File: config.mk
export PLATFORM = sky130hd
export DESIGN_NAME = param_instruction_handler_flat
export DESIGN_NICKNAME = d
export VERILOG_FILES = /design/src/rtl/ih_pkg.sv /design/src/rtl/param_instruction_handler_if.sv /design/src/rtl/strobe_edge.sv /design/src/rtl/param_instruction_handler.sv /design/src/flat_wrapper.sv
export SDC_FILE = /design/constraint.sdc
export NUM_CORES = 1
export LEC_CHECK = 0
export CORE_MARGIN = 4
export CORE_UTILIZATION = 35
export CTS_CLUSTER_SIZE = 8
export DETAILED_ROUTE_END_ITERATION = 6
export GPL_ROUTABILITY_DRIVEN = 1
export SLEW_MARGIN = 10
export SYNTH_ARGS = -nofsm -noshare
export SYNTH_HDL_FRONTEND = slang
export SYNTH_SLANG_ARGS = --single-unit
File: constraint.sdc
create_clock -name clk -period 5.5 [get_ports clk]
set_input_delay 1.1 -clock clk [delete_from_list [all_inputs] [get_ports clk]]
set_output_delay 1.1 -clock clk [all_outputs]
set_load 0.02 [all_outputs]
File: src/rtl/ih_pkg.sv
`default_nettype none
// +-----------------------------------------------------------------------------+
// | Package     : ih_pkg                                                        |
// | Description : Shared types, instruction field positions, status bit indices |
// |               and helpers for the instruction handler.                      |
// | Revision    : 1.0 - initial release                                         |
// +-----------------------------------------------------------------------------+
package ih_pkg;

    typedef enum logic [2:0] {
        S_IDLE      = 3'd0,
        S_CONFIG_OK = 3'd1,
        S_LOAD      = 3'd2,
        S_READY     = 3'd3,
        S_RUN       = 3'd4
    } ih_state_e;

    typedef struct packed {
        logic       mode;
        logic       debug;
        logic [8:0] width;
        logic [8:0] height;
        logic [2:0] n_simd;
        logic [7:0] scale;
    } ih_cfg_t;

    // Instruction field bit positions
    localparam int c_bit_cmd    = 31;
    localparam int c_bit_mode   = 30;
    localparam int c_bit_debug  = 29;
    localparam int c_width_msb  = 28;
    localparam int c_width_lsb  = 20;
    localparam int c_height_msb = 19;
    localparam int c_height_lsb = 11;
    localparam int c_simd_msb   = 10;
    localparam int c_simd_lsb   = 8;
    localparam int c_scale_msb  = 7;
    localparam int c_scale_lsb  = 0;
    // A command whose dimension fields are all zero is START
    localparam int c_start_msb  = 28;
    localparam int c_start_lsb  = 11;

    // status bit indices
    localparam int c_st_cfg  = 0;
    localparam int c_st_load = 1;
    localparam int c_st_run  = 2;
    localparam int c_st_err  = 3;

    function automatic ih_cfg_t decode_cfg(input logic [31:0] instr);
        ih_cfg_t c;
        c.mode   = instr[c_bit_mode];
        c.debug  = instr[c_bit_debug];
        c.width  = instr[c_width_msb:c_width_lsb];
        c.height = instr[c_height_msb:c_height_lsb];
        c.n_simd = instr[c_simd_msb:c_simd_lsb];
        c.scale  = instr[c_scale_msb:c_scale_lsb];
        return c;
    endfunction

    // Enable mask covering the lowest n_bytes byte lanes of a 32-bit word
    function automatic logic [3:0] low_byte_mask(input logic [2:0] n_bytes);
        logic [3:0] m;
        case (n_bytes)
            3'd0:    m = 4'b0000;
            3'd1:    m = 4'b0001;
            3'd2:    m = 4'b0011;
            3'd3:    m = 4'b0111;
            default: m = 4'b1111;
        endcase
        return m;
    endfunction

endpackage
`default_nettype wire

File: src/rtl/param_instruction_handler_if.sv
`default_nettype none
// +-----------------------------------------------------------------------------+
// | Interface   : param_instruction_handler_if                                  |
// | Description : Host request/response and image-memory bus of the handler.    |
// | Revision    : 1.0 - initial release                                         |
// +-----------------------------------------------------------------------------+
interface param_instruction_handler_if #(
    parameter int ADDR_W = 16
);
    logic [1:0]        ir_in;
    logic [31:0]       instruction;
    logic [31:0]       response_data;
    logic              response_valid;
    logic              o_mem_we;
    logic [3:0]        o_mem_byte_en;
    logic [ADDR_W-1:0] o_mem_addr;
    logic [31:0]       o_mem_wdata;
    logic [31:0]       i_mem_rdata;

    // Host and memory side
    modport master (
        output ir_in, instruction, i_mem_rdata,
        input  response_data, response_valid,
        input  o_mem_we, o_mem_byte_en, o_mem_addr, o_mem_wdata
    );

    // Handler side
    modport slave (
        input  ir_in, instruction, i_mem_rdata,
        output response_data, response_valid,
        output o_mem_we, o_mem_byte_en, o_mem_addr, o_mem_wdata
    );
endinterface
`default_nettype wire

File: src/rtl/strobe_edge.sv
`default_nettype none
// +-----------------------------------------------------------------------------+
// | Module      : strobe_edge                                                   |
// | Description : Rising-edge detector for the two host strobes, with a         |
// |               one-deep pending flag deferring a readback that coincides     |
// |               with a command edge.                                          |
// | Revision    : 1.0 - initial release                                         |
// +-----------------------------------------------------------------------------+
module strobe_edge (
    input  wire        clk,
    input  wire        rst,
    input  wire  [1:0] i_ir,
    output logic       o_cmd_edge,
    output logic       o_rd_now,
    output logic       o_rd_defer,
    output logic       o_rd_pend
);
    logic [1:0] r_ir_q;
    logic       r_pend;
    logic [1:0] w_edge;

    assign w_edge     = i_ir & ~r_ir_q;
    assign o_cmd_edge = w_edge[0];
    assign o_rd_now   = w_edge[1] & ~w_edge[0];
    assign o_rd_defer = w_edge[1] &  w_edge[0];
    assign o_rd_pend  = r_pend;

    // Strobe history and the deferred-readback flag
    always_ff @(posedge clk) begin
        if (rst) begin
            r_ir_q <= 2'b00;
            r_pend <= 1'b0;
        end else begin
            r_ir_q <= i_ir;
            r_pend <= o_rd_defer;
        end
    end
endmodule
`default_nettype wire

File: src/rtl/param_instruction_handler.sv
`default_nettype none
// +-----------------------------------------------------------------------------+
// | Module      : param_instruction_handler                                     |
// | Description : Host instruction front end: decodes commands, latches config, |
// |               streams pixel words to memory, gates start, serves readback.  |
// | Revision    : 1.0 - initial release                                         |
// +-----------------------------------------------------------------------------+
module param_instruction_handler
    import ih_pkg::*;
#(
    parameter int PIX_W     = 8,
    parameter int ADDR_W    = 16,
    parameter int BASE_ADDR = 0,
    parameter int MAX_W     = 511,
    parameter int MAX_H     = 511
) (
    input  wire                         clk,
    input  wire                         reset,
    param_instruction_handler_if.slave  bus,
    output logic                        i_mode_select,
    output logic                        debug_mode,
    output logic [8:0]                  img_width,
    output logic [8:0]                  img_height,
    output logic [2:0]                  N_simd,
    output logic [7:0]                  scale_factor,
    output logic                        start,
    input  wire                         done,
    output logic [3:0]                  status
);
    localparam int                c_ppw      = 32 / PIX_W;
    localparam int                c_ppw_log2 = (PIX_W == 16) ? 1 : 2;
    localparam int                c_bpp      = PIX_W / 8;
    localparam logic [9:0]        c_max_w    = 10'(MAX_W);
    localparam logic [9:0]        c_max_h    = 10'(MAX_H);
    localparam logic [ADDR_W-1:0] c_base     = ADDR_W'(BASE_ADDR);

    ih_state_e         r_state, w_state_next;
    ih_cfg_t           r_cfg;
    ih_cfg_t           w_cfg_new;
    logic [17:0]       r_idx;
    logic              r_error;
    logic              r_mem_we;
    logic [3:0]        r_mem_be;
    logic [ADDR_W-1:0] r_mem_addr;
    logic [31:0]       r_mem_wdata;
    logic [31:0]       r_resp_data;
    logic              r_resp_valid;
    logic              r_rd_inflight;
    logic [ADDR_W-1:0] r_pend_addr;

    logic              w_cmd_edge, w_rd_now, w_rd_defer, w_rd_pend, w_rd_req;
    logic              w_is_start, w_cfg_valid, w_last;
    logic              w_do_write, w_do_cfg, w_do_read, w_set_err;
    logic [17:0]       w_total, w_words;
    logic [1:0]        w_rem;
    logic [2:0]        w_rem_bytes;
    logic [3:0]        w_be;
    logic [ADDR_W-1:0] w_rd_addr;

    strobe_edge u_strobe_edge (
        .clk        (clk),
        .rst        (reset),
        .i_ir       (bus.ir_in),
        .o_cmd_edge (w_cmd_edge),
        .o_rd_now   (w_rd_now),
        .o_rd_defer (w_rd_defer),
        .o_rd_pend  (w_rd_pend)
    );

    assign w_rd_req  = w_rd_now | w_rd_pend;
    assign w_rd_addr = w_rd_pend ? r_pend_addr : bus.instruction[ADDR_W-1:0];

    // Command field decode
    assign w_cfg_new   = decode_cfg(bus.instruction);
    assign w_is_start  = (bus.instruction[c_start_msb:c_start_lsb] == '0);
    assign w_cfg_valid = (w_cfg_new.width  != 9'd0) && ({1'b0, w_cfg_new.width}  <= c_max_w) &&
                         (w_cfg_new.height != 9'd0) && ({1'b0, w_cfg_new.height} <= c_max_h) &&
                         (w_cfg_new.n_simd != 3'd0) && (w_cfg_new.scale != 8'd0);

    // Load geometry from the latched configuration
    assign w_total     = {9'd0, r_cfg.width} * {9'd0, r_cfg.height};
    assign w_words     = (w_total + 18'(c_ppw - 1)) >> c_ppw_log2;
    assign w_rem       = w_total[1:0] & 2'(c_ppw - 1);
    assign w_rem_bytes = 3'(32'(w_rem) * c_bpp);
    assign w_last      = (r_idx == w_words - 18'd1);
    assign w_be        = (w_last && (w_rem != 2'd0)) ? low_byte_mask(w_rem_bytes) : 4'hF;

    // State register
    always_ff @(posedge clk) begin
        if (reset) begin
            r_state <= S_IDLE;
        end else begin
            r_state <= w_state_next;
        end
    end

    // Next-state and action decode; LOAD treats every word as pixel data
    always_comb begin
        w_state_next = r_state;
        w_do_write   = 1'b0;
        w_do_cfg     = 1'b0;
        w_do_read    = 1'b0;
        w_set_err    = 1'b0;
        if (w_cmd_edge) begin
            if ((r_state == S_LOAD) ||
                ((r_state == S_CONFIG_OK) && !bus.instruction[c_bit_cmd])) begin
                w_do_write   = 1'b1;
                w_state_next = w_last ? S_READY : S_LOAD;
            end else if (!bus.instruction[c_bit_cmd]) begin
                w_set_err = 1'b1;
            end else if (w_is_start) begin
                if (r_state == S_READY) begin
                    w_state_next = S_RUN;
                end else begin
                    w_set_err = 1'b1;
                end
            end else if (w_cfg_valid && (r_state != S_RUN)) begin
                w_do_cfg     = 1'b1;
                w_state_next = S_CONFIG_OK;
            end else begin
                w_set_err = 1'b1;
            end
        end
        if ((r_state == S_RUN) && done) begin
            w_state_next = S_READY;
        end
        if (w_rd_req && !w_cmd_edge) begin
            if (r_state == S_LOAD) begin
                w_set_err = 1'b1;
            end else begin
                w_do_read = 1'b1;
            end
        end
    end

    // Config, counters, memory port and readback response
    always_ff @(posedge clk) begin
        if (reset) begin
            r_cfg         <= '0;
            r_idx         <= '0;
            r_error       <= 1'b0;
            r_mem_we      <= 1'b0;
            r_mem_be      <= 4'h0;
            r_mem_addr    <= '0;
            r_mem_wdata   <= '0;
            r_resp_data   <= '0;
            r_resp_valid  <= 1'b0;
            r_rd_inflight <= 1'b0;
            r_pend_addr   <= '0;
        end else begin
            r_mem_we      <= 1'b0;
            r_mem_be      <= 4'h0;
            r_resp_valid  <= 1'b0;
            r_rd_inflight <= w_do_read;
            if (w_do_cfg) begin
                r_cfg <= w_cfg_new;
                r_idx <= '0;
            end
            if (w_set_err) begin
                r_error <= 1'b1;
            end else if (w_do_cfg) begin
                r_error <= 1'b0;
            end
            if (w_do_write) begin
                r_mem_we    <= 1'b1;
                r_mem_be    <= w_be;
                r_mem_addr  <= c_base + ADDR_W'(r_idx);
                r_mem_wdata <= bus.instruction;
                r_idx       <= r_idx + 18'd1;
            end else if (w_do_read) begin
                r_mem_addr <= w_rd_addr;
            end
            if (w_rd_defer) begin
                r_pend_addr <= bus.instruction[ADDR_W-1:0];
            end
            if (r_rd_inflight) begin
                r_resp_data  <= bus.i_mem_rdata;
                r_resp_valid <= 1'b1;
            end
        end
    end

    assign bus.o_mem_we       = r_mem_we;
    assign bus.o_mem_byte_en  = r_mem_be;
    assign bus.o_mem_addr     = r_mem_addr;
    assign bus.o_mem_wdata    = r_mem_wdata;
    assign bus.response_data  = r_resp_data;
    assign bus.response_valid = r_resp_valid;

    assign i_mode_select = r_cfg.mode;
    assign debug_mode    = r_cfg.debug;
    assign img_width     = r_cfg.width;
    assign img_height    = r_cfg.height;
    assign N_simd        = r_cfg.n_simd;
    assign scale_factor  = r_cfg.scale;
    assign start         = (r_state == S_RUN);

    assign status[c_st_cfg]  = (r_state != S_IDLE);
    assign status[c_st_load] = (r_state == S_READY) || (r_state == S_RUN);
    assign status[c_st_run]  = (r_state == S_RUN);
    assign status[c_st_err]  = r_error;
endmodule
`default_nettype wire

File: src/flat_wrapper.sv
// flat-port wrapper written by rule: the top's interface ports become plain ports
module param_instruction_handler_flat import ih_pkg::*;
#(
    parameter int PIX_W     = 8,
    parameter int ADDR_W    = 16,
    parameter int BASE_ADDR = 0,
    parameter int MAX_W     = 511,
    parameter int MAX_H     = 511
)
  (clk, reset, i_mode_select, debug_mode, img_width, img_height, N_simd, scale_factor, start, done, status, bus_ir_in, bus_instruction, bus_i_mem_rdata, bus_response_data, bus_response_valid, bus_o_mem_we, bus_o_mem_byte_en, bus_o_mem_addr, bus_o_mem_wdata);
  param_instruction_handler_if #(.ADDR_W(ADDR_W)) bus_i ();
  input  wire clk;
  input  wire reset;
  output logic i_mode_select;
  output logic debug_mode;
  output logic [8:0] img_width;
  output logic [8:0] img_height;
  output logic [2:0] N_simd;
  output logic [7:0] scale_factor;
  output logic start;
  input  wire done;
  output logic [3:0] status;
  input wire logic [$bits(bus_i.ir_in)-1:0] bus_ir_in;
  input wire logic [$bits(bus_i.instruction)-1:0] bus_instruction;
  input wire logic [$bits(bus_i.i_mem_rdata)-1:0] bus_i_mem_rdata;
  output wire logic [$bits(bus_i.response_data)-1:0] bus_response_data;
  output wire logic [$bits(bus_i.response_valid)-1:0] bus_response_valid;
  output wire logic [$bits(bus_i.o_mem_we)-1:0] bus_o_mem_we;
  output wire logic [$bits(bus_i.o_mem_byte_en)-1:0] bus_o_mem_byte_en;
  output wire logic [$bits(bus_i.o_mem_addr)-1:0] bus_o_mem_addr;
  output wire logic [$bits(bus_i.o_mem_wdata)-1:0] bus_o_mem_wdata;
  assign bus_i.ir_in = bus_ir_in;
  assign bus_i.instruction = bus_instruction;
  assign bus_i.i_mem_rdata = bus_i_mem_rdata;
  assign bus_response_data = bus_i.response_data;
  assign bus_response_valid = bus_i.response_valid;
  assign bus_o_mem_we = bus_i.o_mem_we;
  assign bus_o_mem_byte_en = bus_i.o_mem_byte_en;
  assign bus_o_mem_addr = bus_i.o_mem_addr;
  assign bus_o_mem_wdata = bus_i.o_mem_wdata;
  param_instruction_handler #(.PIX_W(PIX_W), .ADDR_W(ADDR_W), .BASE_ADDR(BASE_ADDR), .MAX_W(MAX_W), .MAX_H(MAX_H)) u_core (.clk(clk), .reset(reset), .bus(bus_i), .i_mode_select(i_mode_select), .debug_mode(debug_mode), .img_width(img_width), .img_height(img_height), .N_simd(N_simd), .scale_factor(scale_factor), .start(start), .done(done), .status(status));
endmodule
==> results <==
- The starting utilization of the core area is a little over a third.
- The die covers around 30000 um^2.
- The share of Yosys cell area claimed by the top area cell type is between 30 and 40%.
- The final routed DRC violation total is 0.
- At the end of routability-driven placement, the weighted congestion stood at approximately 0.85.
- Entering global routing, the biggest net connects about 110 pins.
- The clock period minus worst slack is 5610 ps.
- The tree is rooted in a clkbuf_16.
- For this run, the slowest stage of the critical path takes about 580 ps.
- The reg-to-reg setup timing slack is -110 ps.
- The category of the worst setup path launch point is a flip-flop.
- The worst reg-to-reg path cell count is 20.
- The number of nets in the synthesized netlist is between 1000 and 1500.
- The completed layout was analyzed and its total power is about 3 mW.
- The number of clock sinks is about 160.
- The first detailed-routing pass took 5 iterations.
- The achievable frequency is 178 MHz.
- The number of warnings issued by yosys is 0.
- The horizontal extent of the die is around 170 um.
- In this run the count of I/O pins placed on the die edge is 191.
- Global routing consumed, on the met1 layer, 26.4% of the routing resources.
- Global routing finished with a remaining overflow of 0.
- For the final database, setup skew stands at around 11 ps.
- The post-synth design cell area is 9710 um^2.
- For the pin with the worst max-slew slack, the measured transition is around 1000 ps.
- The remaining antenna violation count is 0.
- Among all cell types in the netlist, the one instantiated most often is nand2_1.
- Synthesis instantiated 74 different standard cells from the library.
- The post-place instance area is 12500 um^2.
- The H-tree was split into 4 levels.
- After the first detailed-routing iteration, the DRC count stood at roughly 540.
- Across all setup checks in the final design, the least slack found is -109 ps.
- The number of fill cells is roughly 2600.
- The startpoint identified for the worst register-to-register timing path is u_core.img_width[4].
- The met2 track demand over resource in global routing is around 30%.
- The total of endpoints with negative setup slack in the final report is 4.
- The number of global-route vias before repair was about 8800.
- In the routed layout, each cell is associated on average with a via count of just over 5.
- By startpoint and endpoint, the worst setup path is classified as reg2reg.
- After detailed placement, the design holds a cell count of roughly 1700.
- The number of synthesized flops with an enable pin is 0.
- The post-synthesis instance total is 1176.
- The data required time of the worst path is between 5000 and 6000 ps.
- The worst register-to-register path ends at u_core.r_state[0].
- Across the VDD grid, the largest voltage drop is ~0.00015 V.
- The number of hold-slack violations in the final timing report came to 0.
- The portion of the post-synthesis area used by sequential elements is 32.8%.
- Dividing the detail-routed wire length by the instance count gives about 17 um.
- The flow ran to the end, but the final reports show violations.
- The number of buffers and inverters on the critical path is 3.
- The total power per unit cell area is 218 nW/um^2.
- The commonest cells after synthesis are nand2_1 (266), dfxtp_1 (159), a21oi_1 (126).
- The overall routing resource usage is roughly a fifth.
- The startpoint identified for the worst hold timing path is u_core.r_pend_addr[4].
- The vertical die dimension is 175 um.
- The cell accounting for the most synthesized area is dfxtp_1.
- Counting instances, the worst hold path has a depth of 2.
- The aggregate routed wire length is approximately 30 mm.
- Counting along the longest clock path gives a buffer depth of 2.
- Once detailed placement completed, the half-perimeter wirelength came to roughly 22 mm.
- The number of cells on the critical path is 20.
- Across the run, the number of max-cap violations was 0.
- By area the synthesized netlist is led by dfxtp_1 (33%), fa_1 (10%), nand2_1 (10%).
- Dividing the final minimum period by the clock period gives 102%.
- The final number of max-transition violations is 0.
- The post-layout net count is between 1500 and 2000.
- Relative to the synthesized area, the layout overhead comes to 42.6%.
- The worst-case hold path end point is u_core.r_pend_addr[4].
- Counting flops with an async set or reset pin after synthesis yields a share of 0%.
- The maximum net fanout on the critical path is 6.
- The count of standard-cell rows is 60.
- In the synthesized netlist the dominant register cell turns out to be dfxtp_1.
- The core region is about 27000 um^2.
- The first-pass GRT wire length is about 48 mm.
- The cell with the biggest individual delay on the critical path is fa_2.
- The critical path endpoint category is a flip-flop.
- TritonCTS built the clock tree.
- The share of final-layout standard cells stronger than drive strength 1 is 18.3%.
- The leakage power figure is ~5.2 nW.
- Setup repair after global routing could not meet its margin everywhere.
- The routing usage on met3 is ~4.8%.
- The clock latency on the worst-skew pair is about 440 ps.
- The number of vias in the routed layout is approximately 9000.
- The data arrival time of the worst path is about 6000 ps.
- The synthesis-stage register bit count is 159.
- The clock-pin slew reported for the worst setup and hold paths after clock tree synthesis is 80 ps.
- The critical path goes through buf_6 > and2_4 > fa_2 > ha_4 > ha_4 > fa_1 > ha_2 > inv_2 > fa_2 > nand2b_4 > or4_4 > nor3_4 > buf_4 > nand3_4 > nor4b_4 > and4b_2 > o211ai_1 > or4_4 > nand3_4 > a22o_1.
- The antenna cell count is 0.
- The family with the most delay on the worst path is simple AND/OR/NAND/NOR gates.
- The number of input and output port buffers inserted is 190.
- In this run the most used layer during global routing was met2.
- The initial antenna violation count is 0.
- TritonCTS created 17 clock buffers.
- The average instance in the mapped netlist occupies 8.25 um^2.
- With fillers left out, the area of the finished cells amounts to roughly 14000 um^2.
- The finished layout holds around 1800 standard cells, fillers aside.
- On the final layout, the worst hold slack is between 400 and 500 ps.
- The checks that failed: negative setup slack.
- The class of the worst hold path is reg2reg.
- In this run the tightest slew margin relative to its limit is around 33%.
[power breakdown]
| group | leakage [nW] | switching (mW) | total [mW] | internal, mW |
|---|---|---|---|---|
| registers | 1.31 | 0.0418 | 1.23 | 1.19 |
| clock network | 0.296 | 0.585 | 1.24 | 0.658 |
| logic | 3.60 | 0.279 | 0.543 | 0.264 |
| total | 5.20 | 0.905 | 3.02 | 2.11 |
[cell families (layout without fill, tap and decap cells)]
kind of cell,Yosys count,count (layout),synth area share (%)
AOI/OAI and AO/OA,220,220,14.2
xor gates and xnor gates,35,35,3.58
adders and majority gates,90,90,15.5
buffers and inverters,134,381,5.35
DFF,159,159,32.8
muxes,54,54,5.59
and+or+nand+nor,484,484,23.0
[layer usage]
| metal | part of all wire (%) | up-vias | wire length, um |
|---|---|---|---|
| li1 | - | 4451 | - |
| met1 | 46 | 4330 | 13600 |
| met2 | 46 | 239 | 13800 |
| met3 | 6.5 | 23 | 1930 |
| met4 | 1.2 | 0 | 342 |
| met5 | 0 | - | 0 |
[worst min-delay path, stage by stage, from the launching register on]
cell,delay [ps]
dfxtp_1,310
nand2_1,50
a21oi_1,50
[cell usage in the layout (no fill, tap or decap), types with 5 or more instances in the layout]
master	Yosys	final
or3_1	11	8
nand4_1	8	8
fa_1	50	45
a21oi_1	126	120
o21ai_0	21	18
nand2_1	266	261
or2_2	5	5
buf_6	0	6
o211ai_1	24	24
clkdlybuf4s50_1	0	189
dfxtp_4	0	17
nor3_1	8	5
inv_1	51	45
clkbuf_16	0	17
ha_1	40	26
inv_2	0	6
and2_1	32	31
buf_4	3	100
mux2i_1	52	51
xor2_1	7	6
and3_1	10	9
fa_2	0	5
a311oi_1	5	5
xnor2_1	25	22
clkinv_8	0	5
nor2_1	75	72
dfxtp_1	159	140
ha_4	0	11
nor4_2	1	5
nor2b_1	7	7
nand3_1	14	10
[flip-flops by register name (all words and copies together) (netlist names), 2 cells and up]
name                         flops
u_core.img_height                9
u_core.scale_factor              8
u_core.bus.o_mem_addr           16
u_core.bus.o_mem_byte_en         4
u_core.bus.o_mem_wdata          32
u_core.u_strobe_edge.r_ir_q      2
u_core.r_state                   3
u_core.img_width                 9
u_core.r_idx                    18
u_core.bus.response_data        32
u_core.r_pend_addr              16
u_core.N_simd                    3
[cell type report]
cell class,count,area [um^2],share of cell area (%)
multi-input combinational,883,6540,47.3
timing repair buffer,298,2770,20.0
clock buffer,17,425,3.07
sequential,159,3250,23.5
clock inverter,15,195,1.41
inverter,51,191,1.38
tap,372,465,3.36
[stage by stage]
stage | setup WS (ps) | utilization, % | setup TNS (ps)
floorplan | -112 | - | -436
global placement | -203 | 46.2 | -801
detailed placement | -293 | 46.2 | -1080
CTS | -41.1 | 50.4 | -145
global route | -290 | 51.1 | -1140
finish | -109 | 51.1 | -398
[worst max path at each step]
stage | from | to | slack (ps)
after CTS | u_core.img_width[3] | u_core.r_state[0] | -40
after detailed placement | u_core.img_width[2] | u_core.r_state[0] | -290
final | u_core.img_width[4] | u_core.r_state[0] | -110
after global placement | u_core.img_width[4] | u_core.bus.o_mem_byte_en[2] | -200
after global routing | u_core.img_height[2] | u_core.bus.o_mem_byte_en[1] | -290
after floorplan | u_core.img_height[0] | u_core.bus.o_mem_byte_en[1] | -110
[what timing repair did]
item	CTS	global route
resized for setup	71	32
buffers inserted	22	7
setup endpoints to repair	4	4
pin swaps	40	38
hold buffers	0	0
Power figures use the tool's default switching activity.
